===== src/rtl/window_threshold_detector.sv =====
// window_threshold_detector
// Sliding-window threshold vote over a serial bit stream: asserts out when at
// least K of the last W accepted samples were 1, once W samples are held.
// The ones count is maintained incrementally. Every output comes straight
// from a register.
module window_threshold_detector #(
  parameter int W = 3,
  parameter int K = 2,
  localparam int CW = $clog2(W + 1)
) (
  input  logic          clk,
  input  logic          rst,
  input  logic          in_val,
  input  logic          in_bit,
  input  logic          clear,
  output logic [CW-1:0] count,
  output logic          full,
  output logic          out,
  output logic          hit
);

  // Illegal window/threshold combinations stop elaboration.
  if (W < 2 || W > 64 || K < 1 || K > W) begin : g_bad_params
    $error("window_threshold_detector: W must be 2..64 and K must be 1..W");
  end

  localparam logic [CW-1:0] W_C = CW'(W);
  localparam logic [CW-1:0] K_C = CW'(K);

  logic [W-1:0]  window_q, window_d;
  logic [CW-1:0] count_q, count_d;
  logic [CW-1:0] fill_q, fill_d;
  logic          full_q, full_d;
  logic          out_q, out_d;
  logic          hit_q, hit_d;

  // The oldest sample leaves the count only once the window is full.
  // Before that point window_q[W-1] is still 0, but the gating keeps the
  // intent explicit.
  logic          evict_s;
  assign evict_s = full_q & window_q[W-1];

  // Next-state selection: flush on clear, slide on accept, hold otherwise.
  always_comb begin
    window_d = window_q;
    count_d  = count_q;
    fill_d   = fill_q;
    full_d   = full_q;
    out_d    = out_q;
    hit_d    = 1'b0;
    if (clear) begin
      // A sample presented together with clear is dropped.
      window_d = {W{1'b0}};
      count_d  = {CW{1'b0}};
      fill_d   = {CW{1'b0}};
      full_d   = 1'b0;
      out_d    = 1'b0;
      hit_d    = 1'b0;
    end else if (in_val) begin
      window_d = {window_q[W-2:0], in_bit};
      count_d  = count_q + {{(CW-1){1'b0}}, in_bit} - {{(CW-1){1'b0}}, evict_s};
      if (fill_q == W_C) begin
        fill_d = fill_q;
      end else begin
        fill_d = fill_q + {{(CW-1){1'b0}}, 1'b1};
      end
      full_d = (fill_d == W_C);
      out_d  = full_d && (count_d >= K_C);
      hit_d  = out_d && !out_q;
    end else begin
      // Idle cycle: the window is sample-indexed, so nothing ages.
      hit_d = 1'b0;
    end
  end

  // State registers with synchronous active-low reset taking priority.
  always_ff @(posedge clk) begin
    if (!rst) begin
      window_q <= {W{1'b0}};
      count_q  <= {CW{1'b0}};
      fill_q   <= {CW{1'b0}};
      full_q   <= 1'b0;
      out_q    <= 1'b0;
      hit_q    <= 1'b0;
    end else begin
      window_q <= window_d;
      count_q  <= count_d;
      fill_q   <= fill_d;
      full_q   <= full_d;
      out_q    <= out_d;
      hit_q    <= hit_d;
    end
  end

  assign count = count_q;
  assign full  = full_q;
  assign out   = out_q;
  assign hit   = hit_q;

endmodule


===== config.mk =====
export PLATFORM = sky130hd
export DESIGN_NAME = window_threshold_detector
export DESIGN_NICKNAME = d
export VERILOG_FILES = /design/src/rtl/window_threshold_detector.sv
export SDC_FILE = /design/constraint.sdc
export NUM_CORES = 1
export LEC_CHECK = 0
export ABC_AREA = 0
export CORE_AREA = 5 5 42 44
export DETAILED_ROUTE_END_ITERATION = 7
export DIE_AREA = 0 0 47 49
export SYNTH_ARGS = -nofsm -noshare
export SYNTH_HDL_FRONTEND = slang
export SYNTH_SLANG_ARGS = --single-unit
export TNS_END_PERCENT = 10

===== constraint.sdc =====
create_clock -name clk -period 2.3 [get_ports clk]
set_input_delay 0.46 -clock clk [delete_from_list [all_inputs] [get_ports clk]]
set_output_delay 0.46 -clock clk [all_outputs]
set_load 0.05 [all_outputs]

## Yosys cells after proc, flatten, opt, wreduce, memory -nomap -nowiden

Index checks and enable logic that the tools add are counted.

| storage, ports and cells | value |
|---|---|
| word-level logic and storage cells | 23 |
| register bits after elaboration | 10 |
| output and inout port bits | 5 |
| input port bits | 5 |

| operators by class | value |
|---|---|
| reduce and logical (&&, ||, !) cells | 5 |
| mux-type cells | 3 |
| add/subtract/negate cells | 3 |
| order comparisons | 1 |
| bitwise operators | 3 |
| eq/ne operators | 2 |

Operator list:

| operator | count |
|---|---|
| 2-bit 2-to-1 mux | 3 |
| 2-bit equality test (second input constant) | 2 |
| 3-bit OR reduction | 1 |
| 2-bit by 1-bit adder with 2-bit output | 1 |
| 2-bit by 1-bit adder with 2-bit output (second input constant) | 1 |
| 2-bit >= comparator (second input constant) | 1 |
| 1-bit logical AND | 2 |
| 1-bit inverter | 2 |
| 2-bit OR reduction | 1 |
| 2-bit by 1-bit subtractor with 2-bit output | 1 |
| 1-bit bitwise AND | 1 |
| 1-bit logical NOT | 1 |

## Longest topological paths before layout

| depth | value |
|---|---|
| word-level depth | 7 |
| mapped depth | 7 |
| mapped depth without buffers | 7 |

## Least setup slack after synthesis

Ideal clock, no wire load.

| path | value |
|---|---|
| path type | register -> register |
| start | register count_q[0] (netlist: count[0]) |
| end | register out_q (netlist: out) |
| clock period less this slack | 1.918 ns |
| arrival | 1.850 ns |
| setup time | 0.068 ns |
| data required time | 2.232 ns |
| path slack | 0.382 ns |
| cell stages (with the launch flop) | 8 |
| buffers on the path | 0 |
| path through | dfxtp_1 -> inv_1 -> ha_1 -> inv_1 -> ha_1 -> xnor2_1 -> mux2_4 -> a21oi_2 |

| between the ends | value |
|---|---|
| word-level cells in the longest chain between the ends | 4 |

Ends and longest elaborated chain:

| item | line | source |
|---|---|---|
| start, declared | 31 | `logic [CW-1:0] count_q, count_d;` |
| start signal, assigned | 80 | `count_q <= {CW{1'b0}};` |
| start signal, assigned | 87 | `count_q <= count_d;` |
| 2-bit by 1-bit adder with 2-bit output | 61 | `count_d = count_q + {{(CW-1){1'b0}}, in_bit} - {{(CW-1){1'b0}}, evict_s};` |
| 2-bit by 1-bit subtractor with 2-bit output | 61 |  |
| 2-bit >= comparator | 68 | `out_d = full_d && (count_d >= K_C);` |
| 1-bit logical AND | 68 |  |
| end signal, assigned | 90 | `out_q <= out_d;` |
| end, declared | 34 | `logic out_q, out_d;` |

No other way between the ends.
A chain may end at the register's enable or synchronous reset.

## Worst setup path in the final report

| path | value |
|---|---|
| start | register count_q[1] (netlist: count[1]) |
| end | output count[1] |

RTL lines:

| item | line | source |
|---|---|---|
| end, declared | 16 | `output logic [CW-1:0] count,` |

No word-level cell between the ends.

==> impl_metrics.json <==
{
  "end_kind": "output pin",
  "internal_power_uw": 287,
  "ys_seq_area_frac": 0.462,
  "path_delay_family": "buffers and inverters",
  "io_pins": 10,
  "cts-root-buf": "clkbuf_4",
  "p_per_area_nw_per_um2": 636,
  "yosysUniqueCellTypes": 20,
  "synth_fp_nets": 52,
  "drt-wirelength-per-cell_um": 10.1,
  "fin_crit_ns": 1.94,
  "grt_setup_unrepaired": "false",
  "place.port_buffers": 9,
  "initialDrtViolationCount": 1,
  "cts_tree": "done",
  "nNetsFinal": 65,
  "synthCells": 45,
  "fin_util": 0.408,
  "max-slew-margin-rel": 0.668,
  "gr-total-overflow": 0,
  "cp-start-kind": "register",
  "crit_buf_inv": 1,
  "finalClockSkew_ns": 0.00781,
  "status": "finished clean",
  "fin_tns_setup_ns": 0,
  "post-dp-hpwl_um": 534,
  "yosysWarnings": 0,
  "fp.dieW_um": 47,
  "ys_ff_latch": 10,
  "worst_slew_pin_slew_ns": 0.496,
  "synthTopCellsByCount": "dfxtp_1 (10), nor2_1 (8), mux2i_1 (5)",
  "grt_pass1_wl_um": 1200,
  "chipHeight_um": 49,
  "crit_type": "register to output pin",
  "slowest_delay_ns": 0.82,
  "netlist_top_cells_area": "dfxtp_1 (46%), mux2i_1 (12%), nor2_1 (6.9%)",
  "synthFlopType": "dfxtp_1",
  "drc": 0,
  "ir_worst_vdd_v": 0.000410,
  "drive_above_1_share": 0.140,
  "worst_path_max_delay_cell": "clkdlybuf4s50_1",
  "clk_pin_slew_worst_paths_ns": 0.07,
  "postCtsSetupRepairBufs": 0,
  "comb_power_share": 0.081,
  "synthArstFlopShare": 0,
  "die_area_um2": 2300,
  "antenna_found_initial": 0,
  "arrival_ns": 1.48,
  "regArea_um2": 200,
  "swShare": 0.212,
  "cts_max_path_buffers": 2,
  "vias": 330,
  "cts_buffers": 3,
  "grt_usage": 0.0755,
  "hold_viol": 0,
  "routed_wl_um": 734,
  "critPathRequiredTime_ns": 1.84,
  "p_leak_nw": 0.234,
  "fill_cells": 147,
  "cts_resized": 0,
  "place_congestion": 0.643,
  "area_delta_synth_final_pct": 32.1,
  "htree_levels": 1,
  "p_switching_uw": 77.2,
  "crit_chain": "clkdlybuf4s50_1",
  "synth_edf_count": 0,
  "hold_path_class": "register to register",
  "coreArea_um2": 1400,
  "dr.pass1.iters": 2,
  "cap_violations": 0,
  "setup_viol": 0,
  "grt_start_max_net_pins": 12,
  "syn_avg_cell_area_um2": 9.62,
  "clk_latency_ns": 0.27,
  "num_rows": 14,
  "power.share.sequential": 0.489,
  "syn_area_um2": 433,
  "viasPerCell": 4.52,
  "slew_viol_final": 0,
  "netlist.area_leader.share": 0.462,
  "crit_fanout": 5,
  "multi_input_area_um2": 206,
  "diodes": 0,
  "cts.sinks": 10,
  "antenna_left": 0,
  "synth_most_common_cell": "dfxtp_1",
  "ctsHoldBuffers": 0,
  "post-route-period-util": 0.843,
  "start_util": 0.309,
  "synth_top_cell_by_area": "dfxtp_1",
  "max_freq_mhz": 516,
  "grt_pass1_vias": 294,
  "clkPwrFrac": 0.430
}
-- routing by layer --
layer,GRT usage,wire length (µm),up-vias,part of all wire
met5,0,0,-,0
met4,0.0415,6,0,0.0082
met3,0.0627,94,2,0.13
met2,0.104,325,13,0.44
met1,0.0773,307,143,0.42
li1,-,-,172,-
-- stage by stage --
| stage | power (mW) | instances | cell area (µm²) | setup WS (ns) | hold WS (ns) |
|---|---|---|---|---|---|
| detailed placement | 0.211 | 69 | 536 | 0.387 | 0.461 |
| global route | 0.391 | 73 | 572 | 0.288 | 0.491 |
| CTS | 0.372 | 73 | 572 | 0.337 | 0.475 |
| global placement | 0.211 | 69 | 536 | 0.433 | 0.451 |
| floorplan | 0.201 | 45 | 433 | 0.382 | 0.452 |
| finish | 0.364 | 73 | 572 | 0.361 | 0.466 |
-- logic make-up (layout without fill, tap and decap cells) --
group / count (synthesis) / in the layout / share of synthesized area
flops: 10 / 10 / 0.462
mux: 6 / 6 / 0.150
xor+xnor: 1 / 1 / 0.0202
buf+inv: 5 / 17 / 0.0607
compound gates: 4 / 4 / 0.0549
simple gates: 17 / 17 / 0.194
fa+ha+maj: 2 / 2 / 0.0578
-- cell type report --
type,count,area share
tap,16,0.0350
sequential,10,0.350
timing repair buffer,10,0.171
inverter,3,0.0197
multi-input combinational,30,0.361
clock buffer,4,0.0635
-- sequential cells by signal (all words and copies together) (netlist names) --
register  count
window_q      3
count         2
fill_q        2
full          1
hit           1
out           1
-- cells in the final DEF, fill, tap and decap left out --
cell / count
nand2_1: 2
o21ai_0: 1
nand2b_1: 1
clkbuf_8: 1
a21oi_1: 2
dfxtp_1: 10
nor3_2: 1
ha_1: 2
xnor2_1: 1
nor3_1: 1
mux2i_1: 5
buf_4: 1
mux2_4: 1
or3_1: 1
nand3_1: 1
and2_1: 1
nand3b_1: 1
nor2_1: 8
clkbuf_4: 3
inv_1: 3
clkdlybuf4s50_1: 9
a21oi_2: 1
-- path summary, 6_finish.rpt --
kind                           end  slack (ns)                   from  cells past startpoint
hold / removal      hit$_SDFF_PP0_        0.47       out$_SDFFE_PP0P_                      1
setup / recovery          count[1]        0.36  count[1]$_SDFFE_PP0P_                      1
hold reg to reg     hit$_SDFF_PP0_        0.47       out$_SDFFE_PP0P_                      1
setup reg to reg  out$_SDFFE_PP0P_        0.57      full$_SDFFE_PP0P_                      7
-- power groups by stage --
| stage | clock [mW] | combinational (mW) | sequential (mW) |
|---|---|---|---|
| after floorplan | 0 | 0.0164 | 0.184 |
| after global placement | 0 | 0.0295 | 0.182 |
| after detailed placement | 0 | 0.0298 | 0.182 |
| after CTS | 0.165 | 0.0299 | 0.178 |
| after global routing | 0.180 | 0.0326 | 0.178 |
| final | 0.157 | 0.0294 | 0.178 |
(Power assumes the default switching activity.)
